[src/rtl/uart_pkg.sv]
// Shared definitions for the UART receive buffer.
//   ERR_W    : width of the per-character error field
//   PERR_BIT : parity-error position inside the error field
//   FERR_BIT : framing-error position inside the error field
//   IDLE_W   : width of the idle (receive timeout) counter, in bit-times
//   sat_inc  : saturating increment used by the idle counter
package uart_pkg;

  localparam int ERR_W    = 2;
  localparam int PERR_BIT = 1;
  localparam int FERR_BIT = 0;
  localparam int IDLE_W   = 8;

  function automatic logic [IDLE_W-1:0] sat_inc(input logic [IDLE_W-1:0] v);
    return (v == '1) ? v : v + 1'b1;
  endfunction

endpackage

[src/rtl/sync_fifo_fwft.sv]
// Single-clock first-word-fall-through FIFO with a registered fill level.
// The head entry is visible on rd_data whenever empty is low; it reads as
// zero while empty so that nothing undefined reaches the outputs after reset.
// Ports:
//   clk_i, rst_n_i : clock, asynchronous active-low reset
//   wr_en, wr_data : push one entry (caller guarantees room, or a same-cycle pop)
//   rd_en          : pop the head (caller guarantees not empty)
//   rd_data        : head entry
//   level          : number of stored entries, 0..DEPTH
//   full, empty    : decoded from level
module sync_fifo_fwft #(
  parameter int DLY   = 1,
  parameter int WIDTH = 10,
  parameter int DEPTH = 16,
  parameter int AW    = $clog2(DEPTH)
) (
  input  logic             clk_i,
  input  logic             rst_n_i,
  input  logic             wr_en,
  input  logic [WIDTH-1:0] wr_data,
  input  logic             rd_en,
  output logic [WIDTH-1:0] rd_data,
  output logic [AW:0]      level,
  output logic             full,
  output logic             empty
);

  // Pointer wrap relies on DEPTH being a power of two; other values are
  // not supported and simply elaborate this empty marker block.
  if ((DEPTH < 2) || ((DEPTH & (DEPTH - 1)) != 0) || (DLY < 0)) begin : g_bad_param
  end

  logic [WIDTH-1:0] mem [0:DEPTH-1];
  logic [AW-1:0]    wr_ptr;
  logic [AW-1:0]    rd_ptr;

  // Storage is intentionally not reset; only pointers and level are.
  always_ff @(posedge clk_i) begin
    if (wr_en) begin
      mem[wr_ptr] <= wr_data;
    end
  end

  always_ff @(posedge clk_i or negedge rst_n_i) begin
    if (!rst_n_i) begin
      wr_ptr <= '0;
      rd_ptr <= '0;
      level  <= '0;
    end else begin
      if (wr_en) begin
        wr_ptr <= wr_ptr + 1'b1;
      end
      if (rd_en) begin
        rd_ptr <= rd_ptr + 1'b1;
      end
      case ({wr_en, rd_en})
        2'b10:   level <= level + 1'b1;
        2'b01:   level <= level - 1'b1;
        default: level <= level;
      endcase
    end
  end

  assign full    = (level == (AW+1)'(DEPTH));
  assign empty   = (level == '0);
  assign rd_data = empty ? '0 : mem[rd_ptr];

endmodule

[src/rtl/uart_rx_buf.sv]
// UART receive buffer: queues characters (with parity/framing flags) from
// the UART receiver and presents them first-word-fall-through to a consumer.
// Also provides overrun detection, a fill-level watermark interrupt and an
// optional idle-timeout interrupt.
//
// Build option: define UART_RX_TIMEOUT_EN to include the idle-timeout logic.
// Without it irq_to_o is tied low and br_en_i/to_bits_i are ignored.
//
// Ports:
//   clk_i, rst_n_i        : clock, asynchronous active-low reset
//   br_en_i               : one pulse per bit-time (timeout time base)
//   chr_data_i/vld/perr/ferr : incoming character and its error flags
//   rx_data_o, rx_err_o   : head character and its {perr,ferr}
//   rx_vld_o, rx_rdy_i    : head valid / consumer ready (pop on both high)
//   wm_thr_i              : watermark threshold, 0 disables
//   to_bits_i             : idle timeout in bit-times, 0 disables
//   ovr_clr_i             : clear sticky overrun flag
//   level_o, full_o, empty_o : FIFO status
//   ovr_o, irq_wm_o, irq_to_o, irq_o : overrun flag and interrupts
module uart_rx_buf
  import uart_pkg::*;
#(
  parameter int DLY        = 1,
  parameter int DATA_WIDTH = 8,
  parameter int FIFO_DEPTH = 16,
  parameter int AW         = $clog2(FIFO_DEPTH)
) (
  input  logic                  clk_i,
  input  logic                  rst_n_i,
  input  logic                  br_en_i,
  input  logic [DATA_WIDTH-1:0] chr_data_i,
  input  logic                  chr_vld_i,
  input  logic                  chr_perr_i,
  input  logic                  chr_ferr_i,
  output logic [DATA_WIDTH-1:0] rx_data_o,
  output logic [ERR_W-1:0]      rx_err_o,
  output logic                  rx_vld_o,
  input  logic                  rx_rdy_i,
  input  logic [AW:0]           wm_thr_i,
  input  logic [7:0]            to_bits_i,
  input  logic                  ovr_clr_i,
  output logic [AW:0]           level_o,
  output logic                  full_o,
  output logic                  empty_o,
  output logic                  ovr_o,
  output logic                  irq_wm_o,
  output logic                  irq_to_o,
  output logic                  irq_o
);

  localparam int EW = ERR_W + DATA_WIDTH;

  logic [ERR_W-1:0] chr_err;
  logic [EW-1:0]    wr_entry;
  logic [EW-1:0]    head_entry;
  logic             pop;
  logic             wr_en;
  logic             drop;

  always_comb begin
    chr_err = '0;
    if (chr_vld_i) begin
      chr_err[PERR_BIT] = chr_perr_i;
      chr_err[FERR_BIT] = chr_ferr_i;
    end
  end

  assign wr_entry = {chr_err, chr_data_i};

  assign pop   = !empty_o && rx_rdy_i;
  // A full FIFO still accepts a character when the head leaves the same cycle.
  assign wr_en = chr_vld_i && (!full_o || pop);
  assign drop  = chr_vld_i && full_o && !pop;

  sync_fifo_fwft #(
    .DLY   (DLY),
    .WIDTH (EW),
    .DEPTH (FIFO_DEPTH),
    .AW    (AW)
  ) u_fifo (
    .clk_i   (clk_i),
    .rst_n_i (rst_n_i),
    .wr_en   (wr_en),
    .wr_data (wr_entry),
    .rd_en   (pop),
    .rd_data (head_entry),
    .level   (level_o),
    .full    (full_o),
    .empty   (empty_o)
  );

  assign rx_vld_o  = !empty_o;
  assign rx_data_o = head_entry[DATA_WIDTH-1:0];
  assign rx_err_o  = head_entry[EW-1 -: ERR_W];

  // Overrun: a new drop wins over a simultaneous clear.
  always_ff @(posedge clk_i or negedge rst_n_i) begin
    if (!rst_n_i) begin
      ovr_o <= 1'b0;
    end else if (drop) begin
      ovr_o <= 1'b1;
    end else if (ovr_clr_i) begin
      ovr_o <= 1'b0;
    end
  end

  assign irq_wm_o = (wm_thr_i != '0) && (level_o >= wm_thr_i);

`ifdef UART_RX_TIMEOUT_EN
  logic [IDLE_W-1:0] idle_cnt;
  logic [IDLE_W-1:0] idle_cnt_nxt;
  logic              irq_to_q;
  logic              irq_to_nxt;

  // Idle time is counted only while data sits unread; any FIFO activity
  // restarts it. The interrupt is sticky until the next write or pop.
  always_comb begin
    idle_cnt_nxt = idle_cnt;
    irq_to_nxt   = irq_to_q;
    if (wr_en || pop || empty_o) begin
      idle_cnt_nxt = '0;
    end else if (br_en_i) begin
      idle_cnt_nxt = sat_inc(idle_cnt);
    end
    if (wr_en || pop) begin
      irq_to_nxt = 1'b0;
    end else if ((to_bits_i != '0) && (idle_cnt_nxt == to_bits_i)) begin
      irq_to_nxt = 1'b1;
    end
  end

  always_ff @(posedge clk_i or negedge rst_n_i) begin
    if (!rst_n_i) begin
      idle_cnt <= '0;
      irq_to_q <= 1'b0;
    end else begin
      idle_cnt <= idle_cnt_nxt;
      irq_to_q <= irq_to_nxt;
    end
  end

  assign irq_to_o = irq_to_q;
`else
  logic unused_timeout;
  assign unused_timeout = ^{br_en_i, to_bits_i};
  assign irq_to_o       = 1'b0;
`endif

  assign irq_o = irq_wm_o | irq_to_o | ovr_o;

endmodule

[config.mk]
export PLATFORM = sky130hd
export DESIGN_NAME = uart_rx_buf
export DESIGN_NICKNAME = d
export VERILOG_FILES = /design/src/rtl/uart_pkg.sv /design/src/rtl/sync_fifo_fwft.sv /design/src/rtl/uart_rx_buf.sv
export SDC_FILE = /design/constraint.sdc
export NUM_CORES = 1
export LEC_CHECK = 0
export CAP_MARGIN = 20
export CORE_MARGIN = 2
export CORE_UTILIZATION = 47
export DETAILED_ROUTE_END_ITERATION = 10
export MAX_ROUTING_LAYER = met4
export PLACE_DENSITY = 0.66
export SLEW_MARGIN = 20
export SYNTH_ARGS = -nofsm -noshare
export SYNTH_HDL_FRONTEND = slang
export SYNTH_SLANG_ARGS = --single-unit
export TNS_END_PERCENT = 5
[constraint.sdc]
create_clock -name clk_i -period 2.8 [get_ports clk_i]
set_input_delay 0.56 -clock clk_i [delete_from_list [all_inputs] [get_ports clk_i]]
set_output_delay 0.56 -clock clk_i [all_outputs]
set_load 0.005 [all_outputs]
==> flow_summary_export.csv <==
group,metric,value,unit
setup_path,cp.arrival,2.28,ns
grt,overflow,0,
hold_path,hold_path.class,"reg -> reg",
drt,ant_nets,0,
synthesis,synth_area_leader_cell,"edfxtp_1",
setup_path,endpoint_kind,"output port",
timing,fmax,352,MHz
cts,clkTransAtPathRegs,0.06,ns
drt,drtIter0Drc,384,
drt,via_count,3820,
cts,cts_buffer_depth,2,
drt,drt_drc_violations_left,0,
floorplanning,die_w,128,µm
synthesis,synthTopCellsByArea,"edfxtp_1 66%, mux4_2 12%, dfrtp_1 4.8%",
job,max_cap_violations,0,
grt,grt_max_degree,23,
timing,relSlewSlack,0.494,
drt,vias_per_cell,5.71,
finish,stdcell_area,8970,µm²
finish,layout-drive-gt1-share,0.335,
floorplanning,start_util,0.479,
timing,setup_slack,-0.0392,ns
finish,seq_area,5160,µm²
grt,grt_usage,0.199,
synthesis,syn_nets,423,
synthesis,synth_cell_type_count,48,
power_and_ir_drop,peakVddDrop,0.000602,V
synthesis,synth_top_area_frac,0.663,
power_and_ir_drop,powerDensity,1030,nW/µm²
finish,layout.cells.most_common,"edfxtp_1",
synthesis,syn_inst,382,
synthesis,netlist_area,7250,µm²
timing,fin_setup_tns,-0.0392,ns
timing,rsz0062_at_grt,"yes",
setup_path,critPathMaxFanout,5,
drt,drtPass1Iterations,4,
placed_design,io_buffers,40,
finish,multi_input_area,2090,µm²
grt,grt_pass1_wl,22900,µm
cts,ctsRootBufferMaster,"clkbuf_16",
placed_design,place.gp.congestion,0.761,
placed_design,placed_area,8100,µm²
finish,final_cell_mix,"160 x edfxtp_1, 40 x mux4_2, 34 x buf_4",
timing,finClkSkew,0.00568,ns
power_and_ir_drop,leakage,3.10,nW
finish,diodes,0,
drt,wl_per_cell,21.9,µm
floorplanning,num_rows,45,
floorplanning,coreArea,15100,µm²
grt,first_global_vias,3973,
cts,cts.sinks,174,
setup_path,critPathKind,"reg -> out",
cts,cts_buffers,17,
synthesis,ys_ff_latch,174,
timing,worstMarginPinSlew,0.759,ns
cts,cts_tree,"built",
floorplanning,die_h,128,µm
timing,setup_viol,1,
timing,min_period,2.84,ns
cts,h-tree-depth,4,
placed_design,dpl.hpwl,9130,µm
synthesis,ys_warn_count,0,
setup_path,crit_required,2.24,ns
synthesis,yosys_most_used_dff,"edfxtp_1",
setup_path,cp-start-kind,"flip-flop",
floorplanning,dieArea,16400,µm²
finish,nets,509,
timing,min_period_over_period,1.01,
synthesis,synthArstFlopShare,0.0805,
grt,antenna_found_initial,0,
synthesis,ys_seq_area_frac,0.711,
finish,syn2layout_area_growth,23.7,%
floorplanning,ios,51,
timing,slew_violations,0,
run_status,violations,"setup timing",
synthesis,synth-edff-count,160,
cts,worstSkewPairLatency,0.42,ns
finish,fillers,1114,
run_status,outcome,"finished with violations",
drt,routed_wl,14700,µm
cts,cts_hold_buf,0,
timing,finalHoldViolCount,0,
synthesis,syn_avg_cell_area,19.0,µm²
stage by stage:
stage                     total power [W]  std cells  utilization  hold slack (ns)  worst slack, ns
final                             0.00927        669        0.592            0.539          -0.0392
after global routing              0.00974        669        0.592            0.578          -0.0981
after detailed placement          0.00657        622        0.535            0.523           -0.285
after floorplan                   0.00522        382            -            0.264            0.365
after global placement            0.00650        622        0.535            0.505           -0.256
after CTS                         0.00932        666        0.590            0.555           -0.172
power by group:
part           switching [W]  internal [W]
logic                0.00155       0.00182
clock network       0.000921       0.00157
registers           0.000236       0.00318
what timing repair did:
action                                 in CTS  in global routing
buffers inserted                           11                  6
cloned                                      1                  0
endpoints found under the hold margin       0                  0
setup endpoints to repair                  14                 13
resized for setup                          40                 33
pin swaps                                  13                 17
cells in the mapped netlist (2+ instances only):
| library cell | n |
|---|---|
| and2_1 | 10 |
| a211o_1 | 2 |
| buf_1 | 2 |
| mux4_2 | 40 |
| nor2_1 | 4 |
| and3_1 | 5 |
| a31oi_1 | 2 |
| nor3_1 | 6 |
| or3_1 | 2 |
| nand3_1 | 3 |
| dfrtp_1 | 14 |
| buf_2 | 9 |
| o21ai_0 | 2 |
| a211oi_1 | 21 |
| mux2i_1 | 11 |
| a21oi_1 | 4 |
| nor2b_1 | 11 |
| buf_6 | 2 |
| inv_1 | 10 |
| edfxtp_1 | 160 |
| nand2_1 | 7 |
| xnor2_1 | 8 |
| clkbuf_1 | 7 |
| ha_1 | 12 |
| nand2b_1 | 4 |
| buf_4 | 2 |
cells by family after synthesis:
| kind of cell | count (synthesis) | synth area share |
|---|---|---|
| AO/OA/AOI/OAI | 40 | 0.0426 |
| XOR/XNOR | 9 | 0.0109 |
| adder cells (fa/ha/maj) | 12 | 0.0207 |
| buffers and inverters | 32 | 0.0212 |
| flip-flops | 174 | 0.711 |
| multiplexers | 53 | 0.143 |
| other | 1 | 0.000517 |
| AND/OR/NAND/NOR | 61 | 0.0504 |
final timing paths:
path	startpoint	to	slack, ns	depth (start not counted)
worst max-delay path	u_fifo.rd_ptr[1]$_DFFE_PN0N_	rx_err_o[0]	-0.04	6
worst min-delay path	ovr_o$_DFFE_PN0P_	ovr_o$_DFFE_PN0P_	0.54	2
worst max register to register	u_fifo.level[1]$_DFFE_PN0P_	u_fifo.mem[11][8]$_DFFE_PP_	0.24	5
worst min register to register	ovr_o$_DFFE_PN0P_	ovr_o$_DFFE_PN0P_	0.54	2
max in group asynchronous	rst_n_i	u_fifo.level[3]$_DFFE_PN0P_	1.74	1
min in group asynchronous	rst_n_i	u_fifo.wr_ptr[2]$_DFFE_PN0P_	0.56	1
worst max-delay path: stages (launching register included):
cell and delay (ns):
dfrtp_2 0.47, buf_6 0.13, buf_6 0.09, mux4_2 0.50, a211oi_2 0.25, a211oi_1 0.12, dlygate4sd2_1 0.30
per-layer routing:
metal	GRT usage	routed length [µm]	vias up
li1	-	-	1722
met1	0.262	6280	1985
met2	0.321	7360	99
met3	0.0442	818	14
met4	0.0472	201	0
met5	-	0	-
flip-flops by register name, summed over array words and instances, names as in the netlist:
| name | cells |
|---|---|
| u_fifo.rd_ptr | 4 |
| u_fifo.mem | 160 |
| ovr_o | 1 |
| u_fifo.level | 5 |
| u_fifo.wr_ptr | 4 |
cell type report:
type	instances	area share
clock buffer	19	0.0483
clock inverter	13	0.0216
inverter	10	0.00418
multi-input combinational	176	0.233
sequential	174	0.575
tap	188	0.0262
timing repair buffer	89	0.0921
Note: power is estimated with default switching activity, not from simulation.
